$ cat src/rtl/cp0_pkg.sv
// Shared CP0 definitions: register indices, ExcCodes, sequencer states and field layouts.
package cp0_pkg;

  localparam int unsigned XLEN  = 32;
  localparam int unsigned EXC_W = 5;
  localparam int unsigned IRQ_W = 6;
  localparam int unsigned REG_W = 5;

  localparam logic [REG_W-1:0] REG_SR    = 5'd12;
  localparam logic [REG_W-1:0] REG_CAUSE = 5'd13;
  localparam logic [REG_W-1:0] REG_EPC   = 5'd14;
  localparam logic [REG_W-1:0] REG_PRID  = 5'd15;
  localparam logic [REG_W-1:0] REG_CNT   = 5'd22;

  localparam logic [EXC_W-1:0] EXC_INT  = 5'd0;
  localparam logic [EXC_W-1:0] EXC_ADEL = 5'd4;
  localparam logic [EXC_W-1:0] EXC_ADES = 5'd5;
  localparam logic [EXC_W-1:0] EXC_RI   = 5'd10;
  localparam logic [EXC_W-1:0] EXC_OV   = 5'd12;

  typedef enum logic [1:0] {
    RUN   = 2'd0,
    FLUSH = 2'd1,
    ERET  = 2'd2
  } state_e;

  typedef struct packed {
    logic [IRQ_W-1:0] im;
    logic             exl;
    logic             ie;
  } sr_t;

  typedef struct packed {
    logic             bd;
    logic [IRQ_W-1:0] ip;
    logic [EXC_W-1:0] code;
  } cause_t;

  // EPC is always word aligned.
  function automatic logic [XLEN-1:0] align_pc(input logic [XLEN-1:0] pc);
    return {pc[XLEN-1:2], 2'b00};
  endfunction

endpackage

$ cat src/rtl/cp0_regs.sv
// CP0 SR/Cause/EPC storage, mtc0 write decode and mfc0 read mux.
// EXC_CTRL_EXC_CNT_EN adds a read-only taken-exception counter at index 22.
module cp0_regs
  import cp0_pkg::*;
#(
  parameter logic [XLEN-1:0] PRID_VAL = 32'h4554_4850
) (
  input  logic              clk,
  input  logic              reset,
  input  logic [IRQ_W-1:0]  hwint,
  input  logic              take,
  input  logic              take_int,
  input  logic              take_bd,
  input  logic [XLEN-1:0]   take_pc,
  input  logic [EXC_W-1:0]  take_code,
  input  logic              eret_clr,
  input  logic              wr_en,
  input  logic [REG_W-1:0]  wr_addr,
  input  logic [XLEN-1:0]   wr_data,
  input  logic [REG_W-1:0]  rd_addr,
  output logic [XLEN-1:0]   rd_data,
  output logic [IRQ_W-1:0]  sr_im,
  output logic              sr_exl,
  output logic              sr_ie,
  output logic [XLEN-1:0]   epc
);

  sr_t             sr_q;
  cause_t          cause_q;
  logic [XLEN-1:0] epc_q;
  logic [XLEN-1:0] take_epc;

  assign take_epc = take_bd ? (take_pc - 32'd4) : take_pc;

  // SR: exception entry sets EXL; eret clears it after any same-cycle mtc0.
  always_ff @(posedge clk or negedge reset) begin
    if (!reset) begin
      sr_q <= '0;
    end else if (take) begin
      sr_q.exl <= 1'b1;
    end else begin
      if (wr_en && (wr_addr == REG_SR)) begin
        sr_q.im  <= wr_data[15:10];
        sr_q.exl <= wr_data[1];
        sr_q.ie  <= wr_data[0];
      end
      if (eret_clr) begin
        sr_q.exl <= 1'b0;
      end
    end
  end

  // Cause: IP tracks the pins continuously; BD/ExcCode captured on entry.
  always_ff @(posedge clk or negedge reset) begin
    if (!reset) begin
      cause_q <= '0;
    end else begin
      cause_q.ip <= hwint;
      if (take) begin
        cause_q.bd   <= take_bd;
        cause_q.code <= take_int ? EXC_INT : take_code;
      end
    end
  end

  always_ff @(posedge clk or negedge reset) begin
    if (!reset) begin
      epc_q <= '0;
    end else if (take) begin
      epc_q <= align_pc(take_epc);
    end else if (wr_en && (wr_addr == REG_EPC)) begin
      epc_q <= align_pc(wr_data);
    end
  end

`ifdef EXC_CTRL_EXC_CNT_EN
  logic [XLEN-1:0] cnt_q;

  always_ff @(posedge clk or negedge reset) begin
    if (!reset) begin
      cnt_q <= '0;
    end else if (take) begin
      cnt_q <= cnt_q + 32'd1;
    end
  end
`endif

  always_comb begin
    rd_data = '0;
    case (rd_addr)
      REG_SR:    rd_data = {16'b0, sr_q.im, 8'b0, sr_q.exl, sr_q.ie};
      REG_CAUSE: rd_data = {cause_q.bd, 15'b0, cause_q.ip, 3'b0, cause_q.code, 2'b0};
      REG_EPC:   rd_data = epc_q;
      REG_PRID:  rd_data = PRID_VAL;
`ifdef EXC_CTRL_EXC_CNT_EN
      REG_CNT:   rd_data = cnt_q;
`endif
      default:   rd_data = '0;
    endcase
  end

  assign sr_im  = sr_q.im;
  assign sr_exl = sr_q.exl;
  assign sr_ie  = sr_q.ie;
  assign epc    = epc_q;

endmodule

$ cat src/rtl/exc_ctrl.sv
// M-stage exception/interrupt sequencer: arbitrates requests, kills M, then flushes and redirects.
// Optional EXC_CTRL_EXC_CNT_EN enables the taken-exception counter in cp0_regs.
module exc_ctrl
  import cp0_pkg::*;
#(
  parameter logic [XLEN-1:0] VEC_ADDR = 32'h0000_4180,
  parameter logic [XLEN-1:0] PRID_VAL = 32'h4554_4850
) (
  input  logic              clk,
  input  logic              reset,
  input  logic              m_valid,
  input  logic [XLEN-1:0]   m_pc,
  input  logic              m_bd,
  input  logic [EXC_W-1:0]  m_exccode,
  input  logic              m_eret,
  input  logic [IRQ_W-1:0]  hwint,
  input  logic [REG_W-1:0]  cp0_addr,
  input  logic              cp0_we,
  input  logic [XLEN-1:0]   cp0_wdata,
  output logic [XLEN-1:0]   cp0_rdata,
  output logic              m_kill,
  output logic              flush,
  output logic              redirect_valid,
  output logic [XLEN-1:0]   redirect_pc,
  output logic              exl
);

  state_e          state_q;
  state_e          state_d;
  logic [IRQ_W-1:0] sr_im;
  logic            sr_exl;
  logic            sr_ie;
  logic [XLEN-1:0] epc;
  logic            int_req;
  logic            exc_req;
  logic            req;
  logic            run;
  logic            take;
  logic            eret_go;
  logic            wr_en;

  // Requests are masked while EXL is set; interrupt outranks exception.
  assign int_req = (|(hwint & sr_im)) & sr_ie & ~sr_exl;
  assign exc_req = m_valid & (m_exccode != '0) & ~sr_exl;
  assign req     = int_req | exc_req;
  assign run     = (state_q == RUN);
  assign take    = run & req;
  assign eret_go = run & ~req & m_valid & m_eret;
  assign wr_en   = run & ~req & cp0_we;

  cp0_regs #(
    .PRID_VAL (PRID_VAL)
  ) u_cp0_regs (
    .clk       (clk),
    .reset     (reset),
    .hwint     (hwint),
    .take      (take),
    .take_int  (int_req),
    .take_bd   (m_bd),
    .take_pc   (m_pc),
    .take_code (m_exccode),
    .eret_clr  (eret_go),
    .wr_en     (wr_en),
    .wr_addr   (cp0_addr),
    .wr_data   (cp0_wdata),
    .rd_addr   (cp0_addr),
    .rd_data   (cp0_rdata),
    .sr_im     (sr_im),
    .sr_exl    (sr_exl),
    .sr_ie     (sr_ie),
    .epc       (epc)
  );

  always_ff @(posedge clk or negedge reset) begin
    if (!reset) begin
      state_q <= RUN;
    end else begin
      state_q <= state_d;
    end
  end

  always_comb begin
    state_d = state_q;
    case (state_q)
      RUN: begin
        if (take) begin
          state_d = FLUSH;
        end else if (eret_go) begin
          state_d = ERET;
        end
      end
      FLUSH:   state_d = RUN;
      ERET:    state_d = RUN;
      default: state_d = RUN;
    endcase
  end

  // Redirect outputs decode the state register only, so reset drops them at once.
  always_comb begin
    m_kill         = 1'b0;
    flush          = 1'b0;
    redirect_valid = 1'b0;
    redirect_pc    = '0;
    case (state_q)
      RUN: m_kill = req;
      FLUSH: begin
        flush          = 1'b1;
        redirect_valid = 1'b1;
        redirect_pc    = VEC_ADDR;
      end
      ERET: begin
        flush          = 1'b1;
        redirect_valid = 1'b1;
        redirect_pc    = epc;
      end
      default: ;
    endcase
  end

  assign exl = sr_exl;

endmodule

$ cat config.mk
export PLATFORM = sky130hd
export DESIGN_NAME = exc_ctrl
export DESIGN_NICKNAME = d
export VERILOG_FILES = /design/src/rtl/cp0_pkg.sv /design/src/rtl/cp0_regs.sv /design/src/rtl/exc_ctrl.sv
export SDC_FILE = /design/constraint.sdc
export NUM_CORES = 1
export LEC_CHECK = 0
export CORE_AREA = 8 8 98 100
export CTS_CLUSTER_DIAMETER = 150
export DETAILED_ROUTE_END_ITERATION = 8
export DIE_AREA = 0 0 106 108
export GPL_ROUTABILITY_DRIVEN = 0
export PLACE_DENSITY = 0.9
export SLEW_MARGIN = 20
export SYNTH_ARGS = -nofsm -noshare
export SYNTH_HDL_FRONTEND = slang
export SYNTH_HIERARCHICAL = 1
export SYNTH_SLANG_ARGS = --single-unit
$ cat constraint.sdc
create_clock -name clk -period 7.8 [get_ports clk]
set_clock_uncertainty 0.15 [all_clocks]
set_input_delay 1.17 -clock clk [delete_from_list [all_inputs] [get_ports clk]]
set_output_delay 1.17 -clock clk [all_outputs]
set_load 0.1 [all_outputs]
==> results of run 1 <==
## power by group through the flow
stage | clock [mW] | sequential [mW] | combinational [mW]
floorplan | 0 | 0.465 | 0.679
global placement | 0 | 0.489 | 0.894
detailed placement | 0 | 0.495 | 0.915
CTS | 0.200 | 0.491 | 0.919
global route | 0.212 | 0.504 | 0.978
finish | 0.198 | 0.497 | 0.925
## synth_stat cells (all sizes together) (4+ instances only)
cell	count
and2	12
nand2	15
nor2b	8
o21ai	14
a211oi	16
or3	8
a21oi	12
nor3	9
a31oi	14
ha	4
nor4b	4
a22oi	7
mux2	8
clkbuf	25
dfrtp	52
nor2	33
inv	10
mux2i	34
buf	8
o31ai	8
or4	11
and3	29
xor2	14
nor4	5
nand4	6
nand3	4
and4	14
## worst register-to-register path, stage by stage, from the launching register on
cell and delay (ns):
sky130_fd_sc_hd__dfrtp_1 0.45, sky130_fd_sc_hd__a22oi_2 0.23, sky130_fd_sc_hd__a311oi_4 0.19, sky130_fd_sc_hd__nor3_2 0.70, sky130_fd_sc_hd__nand4b_1 0.27, sky130_fd_sc_hd__nor4_2 0.84
sky130_fd_sc_hd__mux2_2 0.42
## kinds of logic after synthesis
group / after synthesis / share of synthesized area [%]
XOR/XNOR: 15 / 3.57
adder cells (fa/ha/maj): 4 / 1.36
other: 1 / 0.102
buffers and inverters: 43 / 4.93
AO/OA/AOI/OAI: 78 / 14.7
AND/OR/NAND/NOR: 171 / 28.3
multiplexers: 42 / 11.7
flip-flops: 52 / 35.4
## per-stage QoR
step | total power, mW | util [%] | hold WS (ns) | area, sq um | cells
6_report | 1.62 | 66.1 | 0.412 | 5320 | 642
5_1_grt | 1.69 | 66.1 | 0.434 | 5320 | 642
4_1_cts | 1.61 | 66.1 | 0.407 | 5320 | 642
3_5_place_dp | 1.41 | 64.7 | 0.390 | 5210 | 634
3_3_place_gp | 1.38 | 64.6 | 0.375 | 5200 | 634
2_1_floorplan | 1.14 | - | 0.332 | 3680 | 407
## worst paths after layout
check | from | end | slack (ns) | depth (start not counted)
max reg2reg | u_cp0_regs/sr_im[3] | u_cp0_regs/sr_im[4] | 4.43 | 6
min | u_cp0_regs/cause_q[3] | u_cp0_regs/cause_q[3] | 0.41 | 2
max | cp0_addr[1] | cp0_rdata[29] | 2.05 | 6
min in group asynchronous | reset | u_cp0_regs/sr_im[3] | 0.81 | 2
max in group asynchronous | reset | u_cp0_regs/epc[18] | 6.22 | 2
min reg2reg | u_cp0_regs/cause_q[3] | u_cp0_regs/cause_q[3] | 0.41 | 2
## routing by layer
| metal | up-vias | GRT usage (%) | wire length, um |
|---|---|---|---|
| met5 | - | 0 | 0 |
| met4 | 0 | 11.1 | 549 |
| met3 | 37 | 3.87 | 861 |
| met2 | 179 | 37.5 | 6640 |
| met1 | 1824 | 28.3 | 5390 |
| li1 | 1772 | - | - |
## layout make-up
cell class / instances / area [sq um] / share of cell area, %
multi-input combinational: 312 / 2210 / 41.4
clock buffer: 5 / 68.8 / 1.29
tap: 105 / 131 / 2.47
sequential: 52 / 1300 / 24.4
clock inverter: 3 / 46.3 / 0.870
inverter: 10 / 37.5 / 0.705
timing repair buffer: 155 / 1530 / 28.8
## flip-flops by register name, indices dropped and copies added, names as in the netlist
register            flops
u_cp0_regs/cause_q     12
u_cp0_regs/sr_ie        1
u_cp0_regs/sr_im        6
u_cp0_regs/sr_exl       1
state_q                 2
u_cp0_regs/epc         30
==> results list, run 1 <==
- The run finished with clean final reports.
* DR vias: 3812
- The clock net in this run drives a total of 52 sinks.
* Synthesis-stage register bit count: 52
* Synthesis warning total: 6
- Top library cells by usage in the layout, fill and taps aside: sky130_fd_sc_hd__clkdlybuf4s50_1 (148), sky130_fd_sc_hd__dfrtp_1 (52), sky130_fd_sc_hd__mux2i_1 (34)
- Depth of the CTS H-tree: 2
- Proportion of synthesized flip-flops having asynchronous set or reset: 100%
- The HPWL after detailed placement is 10300 um.
- The clock reaches the later pin of the worst-skew pair after 0.32 ns.
- Height of the die: 108 um
- Across every metal layer, demand over resource in global routing totals 22.7%.
* Critical Path Most Common Cell: sky130_fd_sc_hd__clkdlybuf4s50_1
- Pin slew with the least headroom to its limit: 1.04 ns
- Headroom to the max-slew limit came out at 30.2%.
- The clock passes through at most 2 buffers.
- Antenna violations before repair: 0
* Overflow left after global routing: 0
* Antenna Diode Count: 0
- Final-layout setup total negative slack: 0 ns
- Post-synth top area share: 35.4%
- In the final layout, the share of cells above drive strength 1 is 6.15%.
- Walking the worst path, the cells encountered are clkdlybuf4s50_1, buf_4, nand4b_1, nor2_1, and2_1, clkdlybuf4s50_1.
- The first TritonRoute pass finished after 4 iterations.
* Starting density of the core: 45.7%
- The layout has 668 filler cells.
* Power share of the sequential group: 30.7%
- The library cell used most frequently in the layout, excluding fill and tap cells, is sky130_fd_sc_hd__clkdlybuf4s50_1.
* Number of enable-type register cells in the synthesized netlist: 0
* Number of standard cells after synthesis: 406
- Number of cells upsized or downsized after cts: 0
* Worst VDD drop: 0.000125 V
* Clock power frac: 12.2%
* Sw power: 860 uW
* Total core area: 8050 sq um
- Compared with the post-synthesis result, the final layout area differs by 44.7%.
- Antenna violation net count after detailed routing: 0
* Fraction of power spent switching nets: 53.1%
* Max-cap violation count: 0
* Design internal power: 760 uW
- Pre-CTS setup slack: 2.11 ns
- The analysis attributes to cell leakage a power of 2.17 nW.
- Setup violations remaining at the end of the flow were counted as 0.
* Kind of cell adding the most delay to the critical path: buffers and inverters
- Per report_power, the combinational group accounts for 57.1% of the total.
* Number of CTS-inserted buffers: 5
- Type of the worst min-delay path: reg2reg
- Entering global routing, the biggest net connects 58 pins.
* Crit path launch type: input port
- Upper clock frequency limit: 174 MHz
- Dividing the detail-routed wire length by the instance count gives 20.9 um.
- Crit path capture type: output pin
- Data arrives at the worst endpoint at 4.43 ns.
* Post-route clock period utilization: 73.7%
- The first global-routing pass estimated 20700 um of wire.
- Counting both buffers and inverters, the worst setup path holds a total of 3.
- NumNets Final: 626
- TritonCTS built the clock tree.
- For this run, the leading register cell type out of synthesis is sky130_fd_sc_hd__dfrtp_1.
- Number of library cell types mapped by synthesis: 48
* Crit Path Max Fanout: 35
* Post-detailed-route via-to-cell ratio: 5.94
* Final WS setup: 2.05 ns
- Site row count: 33
- Cell type with the highest aggregate area in the netlist: sky130_fd_sc_hd__dfrtp_1
* Cell at the slowest stage of the critical path: sky130_fd_sc_hd__clkdlybuf4s50_1
- Post-route minimum period: 5.75 ns
- Worst EP required: 6.48 ns
- The via count of the first global-routing pass came to 3842.
* Syn_area_per_cell: 9.06 sq um
- After synthesis the cells add up to 3680 sq um.
- The floorplan step defined a die boundary enclosing 11400 sq um.
* Hold Fails Final Rpt: 0
- Routed wire length: 13400 um
- Setup repair after global routing left no endpoint under its margin.
- Number of slew-limit violations in the final report: 0
- In this run the horizontal extent of the chip is 106 um.
* DRC violations left: 0
- Sequential share of the synthesized area: 35.4%
- Slowest stage delay, CP: 1.17 ns
- During I/O placement, the number of pins put on the boundary was 154.
* Power per unit of standard cell area: 304 nW/um^2
- Path type of the worst setup path: in2out
- Setup repair bufs after CTS: 0
- Buffers inserted to repair hold after CTS numbered 0.
- Clock-pin slew was measured on the worst setup and hold paths at 0.09 ns.
* Starting DRC count in detailed routing: 214
- I/O Buffers: 149
- After synthesis, the cell types taking the most area are sky130_fd_sc_hd__dfrtp_1 (35%), sky130_fd_sc_hd__mux2i_1 (9.3%), sky130_fd_sc_hd__and3_1 (4.9%), sky130_fd_sc_hd__nor2_1 (3.4%), sky130_fd_sc_hd__and4_1 (3.3%).
* Clock root buffer master: sky130_fd_sc_hd__clkbuf_8
Power figures use the tool's default switching activity.
==> run 2: changes to the inputs <==
- CORE_AREA: 8 8 98 100 -> 8 8 101 103
- DIE_AREA: 0 0 106 108 -> 0 0 109 111
- PLACE_DENSITY: 0.9 -> 0.86
- clock period: 7.8 -> 5.4 ns (I/O delays scaled with it)
==> results list, run 2 (synthesized netlist as in run 1, its figures left out) <==
* GR Layer Usage met3: 2.91%
- At the worst endpoint, the required time is 4.44 ns.
- For met2 alone, demand over resource in global routing was 36.3%.
- In this run the critical register-to-register path is launched from u_cp0_regs/sr_im[3].
- In this run the worst hold path is classified as reg2reg.
- The startpoint identified for the worst hold timing path is u_cp0_regs/sr_ie.
- After layout, the minimum clock period comes to 4.20 ns.
* Number of cells in the finished layout apart from fillers: 647
- Pre-CTS setup slack: 1.25 ns
* Number of slew-limit violations in the final report: 0
* Number of cells upsized or downsized after cts: 0
- STA classifies the critical path startpoint as an input port.
- Counting tap cells, the placed design contains a total of 639 instances.
- The register with the most flip-flops in the layout has 30 of them.
- Wirelength per Cell: 20.7 um
- The routed layout has 3787 vias.
- DRC violations left: 0
* Overflow left after global routing: 0
- Crit Path Max Fanout: 35
- Data arrival time at the worst-slack endpoint: 3.24 ns
- Number of CTS-inserted buffers: 5
- No sink is reached through more buffers than the 2 on the longest clock path.
* Depth of the CTS H-tree: 2
* Total I/O pin count: 154
* Sinks on the clock net: 52
- Overall global routing resource usage: 21.5%
- Power spread over the standard cell area amounts to 443 nW/um^2.
* Setup repair bufs after CTS: 0
- Starting DRC count in detailed routing: 260
- For this run, the post-layout net count is 628.
- Reg2reg setup slack: 2.17 ns
- Met1 track demand over resource in global routing: 26.7%
- Pin count of the biggest net entering global routing: 53
- The top cell types in the final layout, fill and taps aside, are sky130_fd_sc_hd__clkdlybuf4s50_1 (115), sky130_fd_sc_hd__dfrtp_1 (52), sky130_fd_sc_hd__buf_4 (41).
- Antenna Diode Count: 0
- Worst skew pair latency: 0.30 ns
- The worst hold path terminates at u_cp0_regs/sr_ie.
- Number of failing setup endpoints in the final timing report: 0
- Post-route clock period utilization: 77.8%
* Clock tree from TritonCTS: yes
- Leakage power summed over all cells: 2.24 nW
- The core region is 8550 sq um.
* Outcome: complete, no violations
- The first global-routing pass estimated 20900 um of wire.
- The detail route stage leaves a number of antenna-violating nets equal to 0.
- The first detailed-routing pass took 5 iterations.
- Worst r2r path cells: 6
* Path type of the worst setup path: in2out
* Hold Fails Final Rpt: 0
* Upper clock frequency limit: 238 MHz
- HPWL reported at the end of detailed placement: 10400 um
- Height of the die: 111 um
* Max-cap violation count: 0
- The worst register-to-register path ends at u_cp0_regs/sr_im[2].
- Cell count of the worst hold path: 1
* Pin slew with the least headroom to its limit: 1.03 ns
* Unrepaired setup endpoints after global routing: false
- Wires add up to 13400 um.
- Post-detailed-route via-to-cell ratio: 5.85
- Starting density of the core: 43.0%
- Buffers inserted to repair hold after CTS numbered 0.
- The via count of the first global-routing pass came to 3799.
- Crit path capture type: output pin
* Peak-usage layer in the global routing report: met2
* Share of cells above drive strength 1: 12.4%
* Floorplan die area: 12100 sq um
- During placement, the flow inserted port buffers numbering 149.
- Once routing completed, OpenROAD measured the worst setup slack at 1.20 ns.
- The initialized floorplan defines 34 standard-cell rows.
* Clock-pin transition on the worst setup and hold timing paths: 0.10 ns
* Most frequent standard cell in the layout excluding fill and tap cells: sky130_fd_sc_hd__clkdlybuf4s50_1
- Antenna violations before repair: 0
* Final-layout setup total negative slack: 0 ns
- Horizontal extent of the die: 109 um
- The worst pin sits at a relative slew slack of 31.4%.
- Total of fill cells in the finished design: 733
- The cell sitting at the root of the clock tree is a sky130_fd_sc_hd__clkbuf_8.
- Worst VDD drop: 0.000213 V
- From synthesis to final layout, the design area changed by 43.1%.
[run 2: worst max-delay path by stage]
stage,endpoint,from,cells after the start,slack (ns)
2_1_floorplan,cp0_rdata[0],cp0_addr[0],3,0.06
3_3_place_gp,cp0_rdata[7],cp0_addr[1],6,1.33
3_5_place_dp,cp0_rdata[7],cp0_addr[1],6,1.25
4_1_cts,cp0_rdata[7],cp0_addr[1],6,1.24
5_1_grt,cp0_rdata[27],cp0_addr[1],6,1.08
6_report,cp0_rdata[27],cp0_addr[1],6,1.20
[run 2: power by group]
part | leakage (nW) | internal, mW | switching [mW]
Clock | 0.0645 | 0.164 | 0.131
Sequential | 0.620 | 0.555 | 0.151
Combinational | 1.56 | 0.401 | 0.933
[run 2: final cells by class]
class,count,area (sq um),area share (%)
multi-input cells,312,2200,41.8
repair buffers,157,1460,27.8
clock inverters,1,30.0,0.570
flip-flops and latches,52,1300,24.7
inverters,10,37.5,0.713
well taps,108,135,2.57
clock buffers,7,96.3,1.83
[run 2: worst max-delay path, stage by stage]
cell and delay [ns]:
sky130_fd_sc_hd__clkdlybuf4s50_1 0.45, sky130_fd_sc_hd__buf_4 0.33, sky130_fd_sc_hd__nand4b_1 0.39, sky130_fd_sc_hd__nor2_1 0.71, sky130_fd_sc_hd__and2_1 0.24, sky130_fd_sc_hd__buf_4 0.29
[run 2: per-layer routing]
layer / up-vias / share of wire (%)
li1: 1770 / -
met1: 1815 / 40
met2: 173 / 50
met3: 29 / 6.4
met4: 0 / 3.1
met5: - / 0
[run 2: per-stage QoR]
step / hold WS, ns / utilization (%) / power, mW / area, sq um
after floorplan: 0.332 / - / 1.65 / 3680
after global placement: 0.366 / 60.1 / 2.00 / 5140
after detailed placement: 0.371 / 60.1 / 2.03 / 5140
after CTS: 0.393 / 61.6 / 2.33 / 5270
after global routing: 0.424 / 61.6 / 2.45 / 5270
final: 0.388 / 61.6 / 2.33 / 5270
